===== src/rtl/psg_stereo_dac.sv =====
// PSG stereo mixer with click-free gain ramp and
// first-order sigma-delta outputs for the board audio pins.
module psg_stereo_dac #(
  parameter int         RAMP_DIV   = 64,
  parameter logic [1:0] RESET_MODE = 2'b01
) (
  input  logic       clock,
  input  logic       reset,
  input  logic       clken,
  input  logic [7:0] a,
  input  logic [7:0] b,
  input  logic [7:0] c,
  input  logic [1:0] stereo_mode,
  input  logic       mute,
  output logic [9:0] left_pcm,
  output logic [9:0] right_pcm,
  output logic       left_out,
  output logic       right_out,
  output logic       busy
);

  localparam int CW = (RAMP_DIV > 1) ? $clog2(RAMP_DIV) : 1;
  localparam logic [CW-1:0] CMAX = CW'(RAMP_DIV - 1);

  typedef enum logic [2:0] {
    S_RUN,
    S_FADE_OUT,
    S_MUTED,
    S_SWITCH,
    S_FADE_IN
  } state_t;

  state_t        r_state, w_state;
  logic [4:0]    r_gain, w_gain;
  logic [CW-1:0] r_cnt, w_cnt;
  logic [1:0]    r_mode, w_mode;

  logic [9:0]  r_lmix, r_rmix, w_lmix, w_rmix;
  logic [9:0]  r_lpcm, r_rpcm;
  logic [9:0]  r_lacc, r_racc;
  logic        r_lout, r_rout;
  logic [14:0] w_lprod, w_rprod;
  logic [10:0] w_lsum, w_rsum;
  logic [9:0]  w_a, w_b, w_c, w_a2, w_b2, w_c2;
  logic        w_wrap, w_req;
  logic [CW-1:0] w_cnt_inc;

  always_comb begin
    w_a  = {2'b00, a};
    w_b  = {2'b00, b};
    w_c  = {2'b00, c};
    w_a2 = {1'b0, a, 1'b0};
    w_b2 = {1'b0, b, 1'b0};
    w_c2 = {1'b0, c, 1'b0};
    w_lmix = w_a + w_b + w_c;
    w_rmix = w_a + w_b + w_c;
    unique case (r_mode)
      2'b00: begin
        w_lmix = w_a + w_b + w_c;
        w_rmix = w_a + w_b + w_c;
      end
      2'b01: begin
        w_lmix = w_a2 + w_b;
        w_rmix = w_c2 + w_b;
      end
      2'b10: begin
        w_lmix = w_a2 + w_c;
        w_rmix = w_b2 + w_c;
      end
      2'b11: begin
        w_lmix = w_b2 + w_a;
        w_rmix = w_c2 + w_a;
      end
    endcase
  end

  assign w_wrap    = (r_cnt == CMAX);
  assign w_cnt_inc = w_wrap ? '0 : r_cnt + 1'b1;
  assign w_req     = mute || (stereo_mode != r_mode);

  always_comb begin
    w_state = r_state;
    w_gain  = r_gain;
    w_cnt   = r_cnt;
    w_mode  = r_mode;
    if (clken) begin
      unique case (r_state)
        S_RUN: begin
          w_gain = 5'd16;
          if (w_req) begin
            w_state = S_FADE_OUT;
            w_cnt   = '0;
          end
        end
        S_FADE_OUT: begin
          if (r_gain == 5'd0) begin
            w_state = mute ? S_MUTED : S_SWITCH;
          end else begin
            w_cnt = w_cnt_inc;
            if (w_wrap) w_gain = r_gain - 5'd1;
          end
        end
        S_MUTED: begin
          w_gain = 5'd0;
          if (!mute) w_state = S_SWITCH;
        end
        S_SWITCH: begin
          w_mode  = stereo_mode;
          w_state = S_FADE_IN;
          w_cnt   = '0;
        end
        S_FADE_IN: begin
          // Reversal keeps the current gain so the ramp never jumps.
          if (w_req) begin
            w_state = S_FADE_OUT;
            w_cnt   = '0;
          end else if (r_gain == 5'd16) begin
            w_state = S_RUN;
          end else begin
            w_cnt = w_cnt_inc;
            if (w_wrap) w_gain = r_gain + 5'd1;
          end
        end
        default: w_state = S_FADE_IN;
      endcase
    end
  end

  always_ff @(posedge clock or posedge reset) begin
    if (reset) begin
      r_state <= S_FADE_IN;
      r_gain  <= 5'd0;
      r_cnt   <= '0;
      r_mode  <= RESET_MODE;
    end else begin
      r_state <= w_state;
      r_gain  <= w_gain;
      r_cnt   <= w_cnt;
      r_mode  <= w_mode;
    end
  end

  assign w_lprod = {5'd0, r_lmix} * {10'd0, r_gain};
  assign w_rprod = {5'd0, r_rmix} * {10'd0, r_gain};

  always_ff @(posedge clock or posedge reset) begin
    if (reset) begin
      r_lmix <= '0;
      r_rmix <= '0;
      r_lpcm <= '0;
      r_rpcm <= '0;
    end else if (clken) begin
      r_lmix <= w_lmix;
      r_rmix <= w_rmix;
      r_lpcm <= 10'(w_lprod >> 4);
      r_rpcm <= 10'(w_rprod >> 4);
    end
  end

  // Carry out of the 10-bit accumulator is the 1-bit DAC sample.
  assign w_lsum = {1'b0, r_lacc} + {1'b0, r_lpcm};
  assign w_rsum = {1'b0, r_racc} + {1'b0, r_rpcm};

  always_ff @(posedge clock or posedge reset) begin
    if (reset) begin
      r_lacc <= '0;
      r_racc <= '0;
      r_lout <= 1'b0;
      r_rout <= 1'b0;
    end else begin
      r_lacc <= w_lsum[9:0];
      r_racc <= w_rsum[9:0];
      r_lout <= w_lsum[10];
      r_rout <= w_rsum[10];
    end
  end

  assign left_pcm  = r_lpcm;
  assign right_pcm = r_rpcm;
  assign left_out  = r_lout;
  assign right_out = r_rout;
  assign busy      = (r_state != S_RUN);

endmodule


===== config.mk =====
export PLATFORM = sky130hd
export DESIGN_NAME = psg_stereo_dac
export DESIGN_NICKNAME = d
export VERILOG_FILES = /design/src/rtl/psg_stereo_dac.sv
export SDC_FILE = /design/constraint.sdc
export NUM_CORES = 1
export LEC_CHECK = 0
export ABC_CLOCK_PERIOD_IN_PS = 4950
export CAP_MARGIN = 20
export CORE_MARGIN = 2
export CORE_UTILIZATION = 35
export DETAILED_ROUTE_END_ITERATION = 10
export DONT_BUFFER_PORTS = 1
export PLACE_DENSITY = 0.59
export SYNTH_ARGS = -nofsm -noshare
export SYNTH_HDL_FRONTEND = slang
export SYNTH_SLANG_ARGS = --single-unit

===== constraint.sdc =====
create_clock -name clock -period 4.95 [get_ports clock]
set_clock_uncertainty 0.2 [all_clocks]
set_input_delay 0.99 -clock clock [delete_from_list [all_inputs] [get_ports clock]]
set_output_delay 0.99 -clock clock [all_outputs]
set_load 0.01 [all_outputs]

==> impl_metrics.py, run 1 <==
metrics = {
    "worst_setup_path": {
        "start_kind": "flop",
        "reg2reg_setup_slack_ns": 0.36,
        "worst_ep_arrival_time_ns": 4.62,
        "r2r_cells": 12,
        "crit_required_ns": 4.98,
        "reg2reg_to": "right_pcm[5]",
        "crit_path_end": "right_pcm[5]",
        "crit_path_start": "r_gain[4]",
        "rr_startpoint": "r_gain[4]",
        "crit_path_max_fanout": 16,
        "crit_type": "reg -> reg",
        "cp-end-kind": "flop",
    },
    "pwr": {
        "total_power_mw": 7.00,
        "peakVddDrop_uv": 323,
        "internal-power_mw": 3.64,
        "power.density_mw_per_mm2": 736,
        "clock_power_share_pct": 9.4,
        "p_sw_share_pct": 48.0,
        "p_leak_nw": 4.43,
        "seq_power_share_pct": 19.8,
        "combPwrFrac_pct": 70.8,
        "switching_power_mw": 3.36,
    },
    "floorplanning": {
        "initial_utilization_pct": 35.4,
        "fp-row-count": 58,
        "die_y_um": 163,
        "core-area_sq_mm": 0.0250,
        "fp.dieW_um": 163,
        "fp.dieArea_sq_mm": 0.0266,
        "top_level_ports": 53,
    },
    "clock_network": {
        "clkLatencyLatePin_ns": 0.35,
        "clock-sinks": 77,
        "cts_buffers": 9,
        "clockBufferDepth": 2,
        "htreeDepth": 3,
        "root_buffer": "clkbuf_16",
        "post_cts_buffers": 0,
        "cts_tree": "done",
        "clk_pin_slew_ns": 0.06,
        "cts_hold_buf": 0,
        "ctsResizeCount": 0,
    },
    "placement": {
        "dpl.hpwl_um": 15400,
        "gp_routability_congestion": 0.848,
        "pre_cts_ws_ns": 0.321,
        "portBuffers": 0,
    },
    "synthesis": {
        "yosysUniqueCellTypes": 69,
        "syn_nets": 1189,
        "async_reset_ff_share_pct": 100,
        "synth-seq-cells": 77,
        "netlist_instances": 1000,
        "avgSynthCellArea_sq_um": 8.86,
        "ys_warn_count": 0,
        "synth-seq-area-share_pct": 21.8,
        "synth_top_flop_cell": "dfrtp_1",
        "synth_top_area_share_pct": 21.2,
        "ys_top_cells_by_area": "dfrtp_1 21%, ha_1 14%, fa_1 14%",
        "synth_top_cell_by_area": "dfrtp_1",
        "netlist_area_sq_mm": 0.00886,
        "synth_edf_count": 0,
    },
    "grt": {
        "grt_first_pass_wirelength_um": 33300,
        "grt_pass1_vias": 6836,
        "track_usage_pct": 15.4,
        "grt_overflow": 0,
        "antenna_found_initial": 0,
        "grt_max_degree": 59,
    },
    "finish": {
        "regArea_sq_mm": 0.00193,
        "multi_input_area_sq_mm": 0.00643,
        "final_cell_mix": "100 x inv_1, 99 x ha_1, 89 x nand2_1, 75 x dfrtp_1, 70 x nor2_1",
        "final_common_cell": "inv_1",
        "nNetsFinal": 1178,
        "antenna_cells": 0,
        "area_growth_syn_to_layout_pct": 7.40,
        "n_fill_cell": 2572,
        "final_core_util_pct": 38.0,
        "drive_above_1_share_pct": 6.44,
    },
    "sta": {
        "worst_slack_ns": 0.356,
        "rsz0062_at_grt": "false",
        "fin_tns_setup_ns": 0,
        "finalMaxSlewViolations": 0,
        "worst_slew_pin_slew_ns": 0.762,
        "setup_viol": 0,
        "finalHoldViolations": 0,
        "period_minus_slack_ns": 4.59,
        "relSlewSlack_pct": 49.1,
        "max_freq_ghz": 0.218,
        "fin_crit_sh_pct": 92.8,
    },
    "min_path": {
        "min_path_cells": 1,
        "hold_start": "r_racc[0]",
        "min_path_type": "reg -> reg",
    },
    "route": {
        "ant_nets": 0,
        "drtIter0Drc": 298,
        "viasPerCell": 5.19,
        "first_pass_iters": 5,
        "route.detailed.drc": 0,
        "vias": 6878,
        "wl_per_cell_um": 14.7,
        "wl_um": 19500,
    },
    "run": {
        "maxCapViolations": 0,
    },
    "outcome": {
        "status": "finished, final reports clean",
    },
}
cell families after synthesis:
family	count (synthesis)	synth area share (%)
DFF	77	21.8
and+or+nand+nor	324	18.5
buffers and inverters	131	5.58
adders and majority gates	159	27.5
muxes	32	4.11
xor gates and xnor gates	51	5.20
AOI/OAI and AO/OA	226	17.3
cell type report:
class | count | share of cell area, %
clock buffers | 10 | 2.41
flip-flops and latches | 77 | 20.3
clock inverters | 6 | 0.671
inverters | 101 | 4.00
well taps | 330 | 4.34
multi-input cells | 792 | 67.6
repair buffers | 8 | 0.671
Yosys cell counts, drive strengths merged (5+ instances only):
cell type  number
a211oi         11
a21o           19
a21oi          43
a31oi          15
and2           63
and3            7
buf             8
clkbuf         22
dfrtp          75
fa             60
ha             99
inv           101
mux2           25
mux2i           6
nand2          89
nand2b         10
nand3          10
nor2           70
nor2b          23
nor3           14
o211ai          8
o21a           14
o21ai          52
o22a            5
o31ai           6
or3             9
xnor2          34
xor2           16
worst max-delay path: stages (launching register included):
cell	delay, ns
dfrtp_1	0.56
nand2_1	0.19
fa_1	0.54
fa_1	0.52
fa_1	0.54
inv_1	0.04
ha_1	0.32
and4_1	0.22
a221o_1	0.37
o22a_2	0.30
a21o_1	0.25
xor2_1	0.15
mux2_2	0.26
layer usage:
| layer | track usage [%] | wire length [um] | up-vias |
|---|---|---|---|
| li1 | - | - | 3450 |
| met1 | 21.6 | 9830 | 3274 |
| met2 | 24.1 | 8290 | 129 |
| met3 | 2.89 | 1010 | 25 |
| met4 | 4.75 | 360 | 0 |
| met5 | 0 | 0 | - |
worst min path at each step:
| stage | to | slack (ns) |
|---|---|---|
| global placement | r_racc[0] | 0.25 |
| CTS | r_racc[0] | 0.27 |
| finish | r_racc[0] | 0.27 |
| detailed placement | r_racc[0] | 0.26 |
| global route | r_racc[0] | 0.29 |
| floorplan | r_lacc[0] | 0.24 |
state kept, by name (all words and copies together), names as in the netlist:
register / count
r_mode: 2
right_pcm: 10
r_rmix: 9
r_gain: 5
left_out: 1
right_out: 1
left_pcm: 10
r_cnt: 6
r_lacc: 10
r_state: 3
r_racc: 10
r_lmix: 10
power by group through the flow:
stage | Sequential (mW) | Combinational [mW] | Clock [mW]
after floorplan | 1.19 | 4.15 | 0
after global placement | 1.39 | 4.89 | 0
after detailed placement | 1.40 | 4.95 | 0
after CTS | 1.39 | 5.01 | 0.680
after global routing | 1.45 | 5.74 | 0.705
final | 1.38 | 4.96 | 0.657
per-stage QoR:
step | cells | hold WS (ns) | instance area [sq um]
floorplan | 1000 | 0.243 | 8860
global placement | 1307 | 0.253 | 9210
detailed placement | 1308 | 0.260 | 9220
CTS | 1324 | 0.274 | 9510
global route | 1324 | 0.287 | 9510
finish | 1324 | 0.268 | 9510
(Power assumes the default switching activity.)
==> run 2, diff against run 1 <==
TNS_END_PERCENT = 100   (was unset)
==> results of run 2 <==
Same layout as run 1: the final DEF is identical, and so are final timing and power.
==> run 3, diff against run 2 <==
CORE_MARGIN = 10   (was 2)
DONT_BUFFER_PORTS = unset   (was 1)
PLACE_DENSITY = 0.62   (was 0.59)
==> run 3 against run 2 <==
Against the previous run: cell area is 5.5% higher; clock power is 7.3% lower; sequential power is 3% lower; critical endpoint is now right_pcm[6].
==> impl_metrics.py, run 3 (synthesis results as in run 1) <==
metrics = {
    "outcome": {
        "status": "finished, final reports clean",
    },
    "route": {
        "vias": 7105,
        "maxUsedRoutingLayer": "met4",
        "met3_length_um": 716,
        "viasPerCell": 5.15,
        "wl_per_cell_um": 14.5,
        "ant_nets": 0,
        "route.detailed.drc": 0,
        "met2_length_um": 8780,
        "wl_um": 20000,
        "first_pass_iters": 4,
        "m1WireLength_um": 10200,
        "drtIter0Drc": 395,
    },
    "pwr": {
        "peakVddDrop_uv": 320,
        "power.density_mw_per_mm2": 715,
        "p_leak_nw": 4.63,
    },
    "grt": {
        "grt_pass1_vias": 6981,
        "grt_first_pass_wirelength_um": 34000,
        "grt_overflow": 0,
        "antenna_found_initial": 0,
        "track_usage_pct": 12.8,
        "grt_max_degree": 59,
    },
    "sta": {
        "rsz0062_at_grt": "false",
        "finalHoldViolations": 0,
        "setup_viol": 0,
        "max_freq_ghz": 0.216,
        "period_minus_slack_ns": 4.63,
        "worst_slew_pin_slew_ns": 0.695,
        "relSlewSlack_pct": 53.6,
        "fin_crit_sh_pct": 93.6,
        "fin_tns_setup_ns": 0,
        "finalMaxSlewViolations": 0,
    },
    "worst_setup_path": {
        "crit_path_max_fanout": 16,
        "crit_type": "reg -> reg",
        "crit_required_ns": 4.96,
        "crit_path_start": "r_gain[4]",
        "rr_startpoint": "r_gain[4]",
        "cp-end-kind": "flop",
        "start_kind": "flop",
        "reg2reg_setup_slack_ns": 0.32,
        "worst_ep_arrival_time_ns": 4.64,
    },
    "floorplanning": {
        "initial_utilization_pct": 35.4,
        "fp.dieW_um": 179,
        "die_y_um": 179,
        "fp-row-count": 58,
        "fp.dieArea_sq_mm": 0.0321,
        "core-area_sq_mm": 0.0250,
        "top_level_ports": 53,
    },
    "finish": {
        "final_cell_mix": "100 x inv_1, 99 x ha_1, 89 x nand2_1, 75 x dfrtp_1, 70 x nor2_1",
        "n_fill_cell": 2504,
        "drive_above_1_share_pct": 6.48,
        "final_common_cell": "inv_1",
        "final_core_util_pct": 40.1,
        "antenna_cells": 0,
        "nNetsFinal": 1233,
        "area_growth_syn_to_layout_pct": 13.3,
    },
    "clock_network": {
        "ctsResizeCount": 0,
        "htreeDepth": 3,
        "clkLatencyLatePin_ns": 0.35,
        "cts_buffers": 9,
        "clockBufferDepth": 2,
        "clock-sinks": 77,
        "post_cts_buffers": 0,
        "clk_pin_slew_ns": 0.06,
        "root_buffer": "clkbuf_16",
        "cts_hold_buf": 0,
        "cts_tree": "done",
    },
    "placement": {
        "dpl.hpwl_um": 16000,
        "gp_routability_congestion": 0.848,
        "portBuffers": 52,
    },
    "min_path": {
        "min_path_type": "reg -> reg",
        "hold_start": "r_racc[0]",
    },
    "run": {
        "maxCapViolations": 0,
    },
}
-- run 3: cell count changes in the layout (fill, tap and decap cells not counted), sizes merged --
cell	previous run	this run
bufinv	1	0
clkinvlp	2	4
clkinv	4	3
clkdlybuf4s50	0	51
buf	8	12
-- run 3: metrics by stage --
| stage | worst slack, ns | instance area (sq um) | hold WS (ns) | power [mW] | instances |
|---|---|---|---|---|---|
| floorplan | 0.257 | 8860 | 0.243 | 5.34 | 1000 |
| global placement | 0.393 | 9750 | 0.253 | 6.49 | 1362 |
| detailed placement | 0.305 | 9750 | 0.261 | 6.57 | 1362 |
| CTS | 0.263 | 10000 | 0.275 | 7.24 | 1378 |
| global route | 0.0752 | 10000 | 0.296 | 8.07 | 1379 |
| finish | 0.318 | 10000 | 0.270 | 7.18 | 1379 |
-- run 3: per-layer routing --
metal | GRT usage (%) | vias up
li1 | - | 3557
met1 | 18.1 | 3436
met2 | 19.9 | 95
met3 | 1.62 | 17
met4 | 4.00 | 0
met5 | 0 | -
-- run 3: worst paths after layout --
| check | to | cells past startpoint |
|---|---|---|
| min | r_racc[0] | 1 |
| max reg2reg | right_pcm[6] | 11 |
| min reg2reg | r_racc[0] | 1 |
| min in group asynchronous | r_racc[3] | 2 |
| max in group asynchronous | r_lacc[4] | 4 |
| max | right_pcm[6] | 11 |
-- run 3: worst max-delay path, cell delays in order, from the launching register on --
cell and delay, ns:
dfrtp_1 0.58, nand2_1 0.22, fa_1 0.54, fa_1 0.51, fa_1 0.54, inv_1 0.04
ha_1 0.33, and4_1 0.22, a221o_1 0.37, o22a_2 0.30, a21o_1 0.25, o311ai_0 0.40
-- run 3: area by class of cell --
class / instances / area [sq um] / share of cell area [%]
inverter: 101 / 380 / 3.79
clock buffer: 10 / 229 / 2.28
tap: 330 / 413 / 4.11
clock inverter: 6 / 40.0 / 0.399
sequential: 77 / 1930 / 19.2
timing repair buffer: 63 / 611 / 6.08
multi-input combinational: 792 / 6430 / 64.1
-- run 3: power by group --
group	internal, mW	switching [mW]
combinational	2.44	2.79
clock	0.337	0.272
sequential	0.965	0.374
